[config.mk]
export PLATFORM = sky130hd
export DESIGN_NAME = pc_ctrl
export DESIGN_NICKNAME = d
export VERILOG_FILES = /design/src/rtl/pc_ctrl.sv
export SDC_FILE = /design/constraint.sdc
export NUM_CORES = 1
export LEC_CHECK = 0
export BUFFER_PORTS_ARGS = -buffer_cell sky130_fd_sc_hd__buf_4
export CELL_PAD_IN_SITES_DETAIL_PLACEMENT = 1
export CELL_PAD_IN_SITES_GLOBAL_PLACEMENT = 1
export CORE_UTILIZATION = 41
export DETAILED_ROUTE_END_ITERATION = 6
export PLACE_DENSITY = 0.85
export SLEW_MARGIN = 20
export SYNTH_ARGS = -nofsm -noshare
export SYNTH_HDL_FRONTEND = slang
export SYNTH_SLANG_ARGS = --single-unit
[constraint.sdc]
create_clock -name clk -period 5.5 [get_ports clk]
set_input_delay 0.825 -clock clk [delete_from_list [all_inputs] [get_ports clk]]
set_output_delay 0.825 -clock clk [all_outputs]
set_load 0.01 [all_outputs]
[src/rtl/pc_ctrl.sv]
// Fetch-stage PC unit: next-PC selection, fetch address check,
// and saturating redirect/stall counters.
module pc_ctrl #(
    parameter logic [31:0] RESET_PC   = 32'h0000_3000,
    parameter logic [31:0] HANDLER_PC = 32'h0000_4180,
    parameter logic [31:0] IMEM_BASE  = 32'h0000_3000,
    parameter logic [31:0] IMEM_SIZE  = 32'h0000_4000,
    parameter int          CNT_W      = 32
) (
    input  logic             clk,
    input  logic             reset,
    input  logic             stall,
    input  logic [1:0]       PCSel,
    input  logic             branch,
    input  logic [25:0]      imm,
    input  logic [15:0]      offset,
    input  logic [31:0]      ra,
    input  logic [31:0]      D_pc,
    input  logic             req_exc,
    input  logic             req_eret,
    input  logic [31:0]      epc,
    input  logic             cnt_clr,
    output logic [31:0]      F_pc,
    output logic             F_adel,
    output logic [CNT_W-1:0] cnt_redirect,
    output logic [CNT_W-1:0] cnt_stall
);

    localparam logic [CNT_W-1:0] CNT_ONE = {{(CNT_W-1){1'b0}}, 1'b1};
    localparam logic [CNT_W-1:0] CNT_MAX = {CNT_W{1'b1}};
    localparam logic [32:0]      LO_BND  = {1'b0, IMEM_BASE};
    localparam logic [32:0]      HI_BND  = {1'b0, IMEM_BASE} + {1'b0, IMEM_SIZE};

    logic [31:0] pc_seq;
    logic [31:0] pc_br;
    logic [31:0] pc_j;
    logic [31:0] pc_next;

    logic sel_exc;
    logic sel_eret;
    logic sel_hold;
    logic sel_jr;
    logic sel_br;
    logic sel_j;
    logic sel_redir;

    assign pc_seq = F_pc + 32'd4;
    assign pc_br  = D_pc + 32'd4 + {{14{offset[15]}}, offset, 2'b00};
    assign pc_j   = {D_pc[31:28], imm, 2'b00};

    // Mutually exclusive selects so the mux below can be a parallel case.
    assign sel_exc   = req_exc;
    assign sel_eret  = req_eret & ~req_exc;
    assign sel_hold  = stall & ~req_exc & ~req_eret;
    assign sel_jr    = ~stall & ~req_exc & ~req_eret & (PCSel == 2'd3);
    assign sel_br    = ~stall & ~req_exc & ~req_eret & (PCSel == 2'd1) & branch;
    assign sel_j     = ~stall & ~req_exc & ~req_eret & (PCSel == 2'd2);
    assign sel_redir = sel_jr | sel_br | sel_j;

    always_comb begin
        pc_next = pc_seq;
        unique case (1'b1)
            sel_exc:  pc_next = HANDLER_PC;
            sel_eret: pc_next = epc;
            sel_hold: pc_next = F_pc;
            sel_jr:   pc_next = ra;
            sel_br:   pc_next = pc_br;
            sel_j:    pc_next = pc_j;
            default:  pc_next = pc_seq;
        endcase
    end

    always_ff @(posedge clk or posedge reset) begin
        if (reset) begin
            F_pc <= RESET_PC;
        end else begin
            F_pc <= pc_next;
        end
    end

    always_ff @(posedge clk or posedge reset) begin
        if (reset) begin
            cnt_redirect <= '0;
            cnt_stall    <= '0;
        end else if (cnt_clr) begin
            cnt_redirect <= '0;
            cnt_stall    <= '0;
        end else begin
            if (sel_redir && cnt_redirect != CNT_MAX) begin
                cnt_redirect <= cnt_redirect + CNT_ONE;
            end
            if (sel_hold && cnt_stall != CNT_MAX) begin
                cnt_stall <= cnt_stall + CNT_ONE;
            end
        end
    end

    // 33-bit compare keeps the upper bound free of wrap.
    assign F_adel = (F_pc[1:0] != 2'b00)
                  || ({1'b0, F_pc} < LO_BND)
                  || ({1'b0, F_pc} >= HI_BND);

endmodule

* After elaboration in Yosys (flattened, before gate mapping) *
Index checks and enable logic that the tools add are counted.

storage, ports and cells
  logic and storage cells = 41
  input port bits = 147
  bits in registers = 96

cells by class
  magnitude comparators = 2
  multiplexer cells = 5
  bitwise gates (word level) = 14
  equality and inequality tests = 5
  reductions and logical operators = 7
  $add $sub $neg = 5

operators by type and width
  cell                                                                  count
  case mux 32 bit (6 select lines)                                      1
  two-way mux 32 bit                                                    4
  adder 32 x 1 -> 32 bit (second input constant)                        2
  adder 32 x 3 -> 32 bit (second input constant)                        2
  != test 32 bit (second input constant)                                2
  adder 32 bit                                                          1
  greater-or-equal comparator 32 x 15 -> 1 bit (second input constant)  1
  < comparator 32 x 14 -> 1 bit (second input constant)                 1
  bitwise AND 1 bit                                                     9
  nonzero test 2 bit                                                    3
  equality test 2 bit (second input constant)                           2
  inverter 1 bit                                                        3
  equality test 2 x 1 -> 1 bit (second input constant)                  1
  logical AND 1 bit                                                     2
  logical OR 1 bit                                                      2
  bitwise OR 1 bit                                                      2

* Depth between registers and ports, before layout *
  word-level depth = 10
  depth in mapped cells = 15
  depth with buffers taken out = 15

* Least setup slack after synthesis *
OpenSTA, ideal clock, no wires.

  kind = in2reg
  start = in offset[1]
  end = reg F_pc[31]
  setup time = 126 ps
  arrival = 3166 ps
  required time = 5374 ps
  path buffers = 0
  cell stages on the path = 13
  path slack = 2209 ps
  path through = ha_1 > ha_1 > inv_1 > fa_1 > nand2b_1 > a21oi_1 > o31ai_1 > o21a_1 > nor2_1 > o32a_1 > xnor2_1 > a221oi_1 > nor2_1

between the ends
  longest elaborated chain between the ends = 2

ends and longest elaborated chain
  what                              RTL line  RTL
  from (decl)                       16        input logic [15:0] offset,
  adder 32 bit                      48        assign pc_br = D_pc + 32'd4 + {{14{offset[15]}}, offset, 2'b00};
  case mux 32 bit (6 select lines)  62        unique case (1'b1)
  to (signal assigned)              77        F_pc <= pc_next;
  to (decl)                         23        output logic [31:0] F_pc,

Every way passes these cells.
A chain may end at the register's enable or synchronous reset.

* Final worst setup path *
Same ends and word-level chain as after synthesis.

==> flow_summary.yaml <==
timing:
  finalHoldViolations: 0
  rsz0062_at_grt: "no"
  fin_tns_setup_ns: 0
  clock_skew_ns: 0.0128
  setup_viol: 0
  fin_crit_sh: 0.640
  period_needed_ns: 3.52
  fmax_mhz: 284
  relSlewSlack: 0.357
  tightest_slew_ns: 0.962
  finalMaxSlewViolations: 0
cts:
  cts_resized: 0
  htreeDepth: 3
  ctsHoldBuffers: 0
  clockBufferDepth: 2
  numCtsBuffers: 9
  clock-sinks: 96
  clk-insertion-delay-late_ns: 0.36
  clk_pin_slew_ns: 0.07
  cts_tree: "done"
  postCtsSetupBuffers: 0
  cts_root_buf: "clkbuf_16"
worst_hold_path:
  worst_hold_path_type: "primary input to async pin"
power_and_ir_drop:
  vdd_drop_max_v: 0.000129
  leakagePower_nw: 4.79
  powerDensity_mw_per_mm2: 205
routing:
  routed_wl_um: 27500
  drt-pass1-iter-count: 5
  routed_via_density: 5.81
  drt-initial-drc-count: 278
  vias: 8027
  antenna_left: 0
  route.detailed.drc: 0
  routedWlPerCell_um: 19.9
yosys:
  ys_ff_latch: 96
  synth_cell_types: 68
  yosys_warnings: 0
  syn_area_mm2: 0.00773
  synthArstFlopShare: 1.00
  postSynthCellCount: 929
  synth_edf_count: 0
  synth_ff_type: "dfrtp_1"
  synth.avg_cell_area_um2: 8.32
  syn-num-nets: 1138
  seq_area_frac_synth: 0.311
worst_setup_path:
  r2r-end: "cnt_stall[19]"
  r2r_cells: 8
  rr_startpoint: "cnt_stall[21]"
  end_kind: "flip-flop"
  cp-start-kind: "primary input"
  cpPeakStageDelay_ns: 0.62
  slowest_stage: "o31ai_1"
  r2r_slack_ns: 2.81
  path_cells: "buf_4 -> ha_1 -> ha_1 -> inv_1 -> fa_1 -> nand2b_1 -> a21oi_1 -> o31ai_1 -> o21a_1 -> nor2_1 -> o32a_1 -> xnor2_1 -> a221oi_1 -> nor2_1"
  cp_max_fo: 3
  worst_ep_required_time_ns: 5.73
  cp.arrival_ns: 3.75
  worstSetupPathType: "primary input to flip-flop"
floorplan:
  initial_core_util: 0.424
  core_mm2: 0.0182
  die_width_um: 139
  dieHeight_um: 139
  dieArea_mm2: 0.0194
  pin_count: 244
  std_cell_rows: 49
grt:
  grt_pass1_wl_um: 43600
  grt_pass1_vias: 8325
  grt_max_degree: 66
  grt-ovfl-total: 0
  grt_antenna_before_repair: 0
  grt_util_all_layers: 0.285
layout:
  diodes: 0
  nFillCells: 2214
  area_growth_pct: 30.0
  drive_gt1_frac: 0.253
  fin_util: 0.552
  fin_nets: 1357
placed_design:
  numPortBuffers: 243
  place_congestion: 0.874
  hpwlAfterDp_um: 21300
flow_run:
  drv_cap: 0
status:
  status: "finished clean"
state kept, by name (all words and copies together) (netlist names):
register	flops
F_pc	32
cnt_stall	32
cnt_redirect	32
metal layers:
metal | up-vias | wire length, um | track usage
li1 | 3803 | - | -
met1 | 3922 | 11900 | 0.363
met2 | 259 | 13300 | 0.493
met3 | 43 | 1680 | 0.0434
met4 | 0 | 676 | 0.0930
met5 | - | 0 | 0
how the worst max path moves through the flow:
stage,from,end,slack (ns),cells after the start
2_1_floorplan,reset,F_pc[0],2.17,1
3_3_place_gp,offset[1],F_pc[31],1.76,14
3_5_place_dp,offset[1],F_pc[31],1.63,14
4_1_cts,offset[1],F_pc[31],2.00,14
5_1_grt,offset[1],F_pc[31],1.86,14
6_report,offset[1],F_pc[31],1.98,14
power breakdown:
group | internal (W) | leakage (nW) | switching (W)
registers | 0.000732 | 1.30 | 0.0000399
clock network | 0.000401 | 0.154 | 0.000301
logic | 0.000264 | 3.34 | 0.000324
total | 0.00140 | 4.79 | 0.000665
Yosys cell counts, drive strengths merged (9+ instances only):
master	n	area [um^2]
and4	11	98.8
a21o	9	67.6
nor2	114	428
and3	25	156
o22ai	11	68.8
xnor2	36	315
a221oi	12	124
clkbuf	33	124
and2	13	81.3
a21oi	86	430
xor2	52	455
nand2	82	310
nand3	31	155
mux2i	26	260
inv	27	101
or3	12	75.1
nor3	18	95.1
dfrtp	94	2350
a31oi	9	71.3
o21ai	54	278
nand4	26	175
ha	61	763
cells in the final DEF, fill, tap and decap left out, drive strengths merged, types with 18 or more instances in the layout:
master,Yosys,routed
ha,61,61
nand3,31,31
xor2,52,52
a21oi,86,86
nand4,26,26
nor2,114,114
nand2,82,82
o21ai,54,54
and3,25,25
mux2i,26,26
buf,8,249
nor3,18,18
xnor2,36,36
inv,27,29
dfrtp,94,94
critical path, delay by kind of cell:
kind                       cells  cell delay [ns]
and+or+nand+nor                3             0.29
AOI/OAI and AO/OA              5             1.61
adders and majority gates      3             0.71
xor gates and xnor gates       1             0.13
buffers and inverters          2             0.19
layout make-up:
cell class	instances	area (um^2)	share of cell area
multi-input combinational	765	5070	0.504
timing repair buffer	249	1870	0.186
clock inverter	6	92.6	0.00921
sequential	96	2400	0.239
inverter	27	104	0.0103
tap	229	287	0.0285
clock buffer	9	225	0.0224
per-stage QoR:
step	total power [W]	area [um^2]	hold slack, ns	cells	setup slack (ns)
after detailed placement	0.00137	9730	0.540	1366	1.63
after global routing	0.00215	10000	0.567	1381	1.86
final	0.00206	10000	0.513	1381	1.98
after floorplan	0.00112	7730	0.535	929	2.17
after global placement	0.00136	9730	0.536	1366	1.76
after CTS	0.00207	10000	0.543	1381	2.00
cells by family after synthesis:
| group | synth area share |
|---|---|
| compound gates | 0.188 |
| xor+xnor | 0.0997 |
| fa+ha+maj | 0.101 |
| buf+inv | 0.0348 |
| flops | 0.311 |
| mux | 0.0424 |
| simple gates | 0.222 |
No activity file was read; power rests on OpenSTA's default activity.
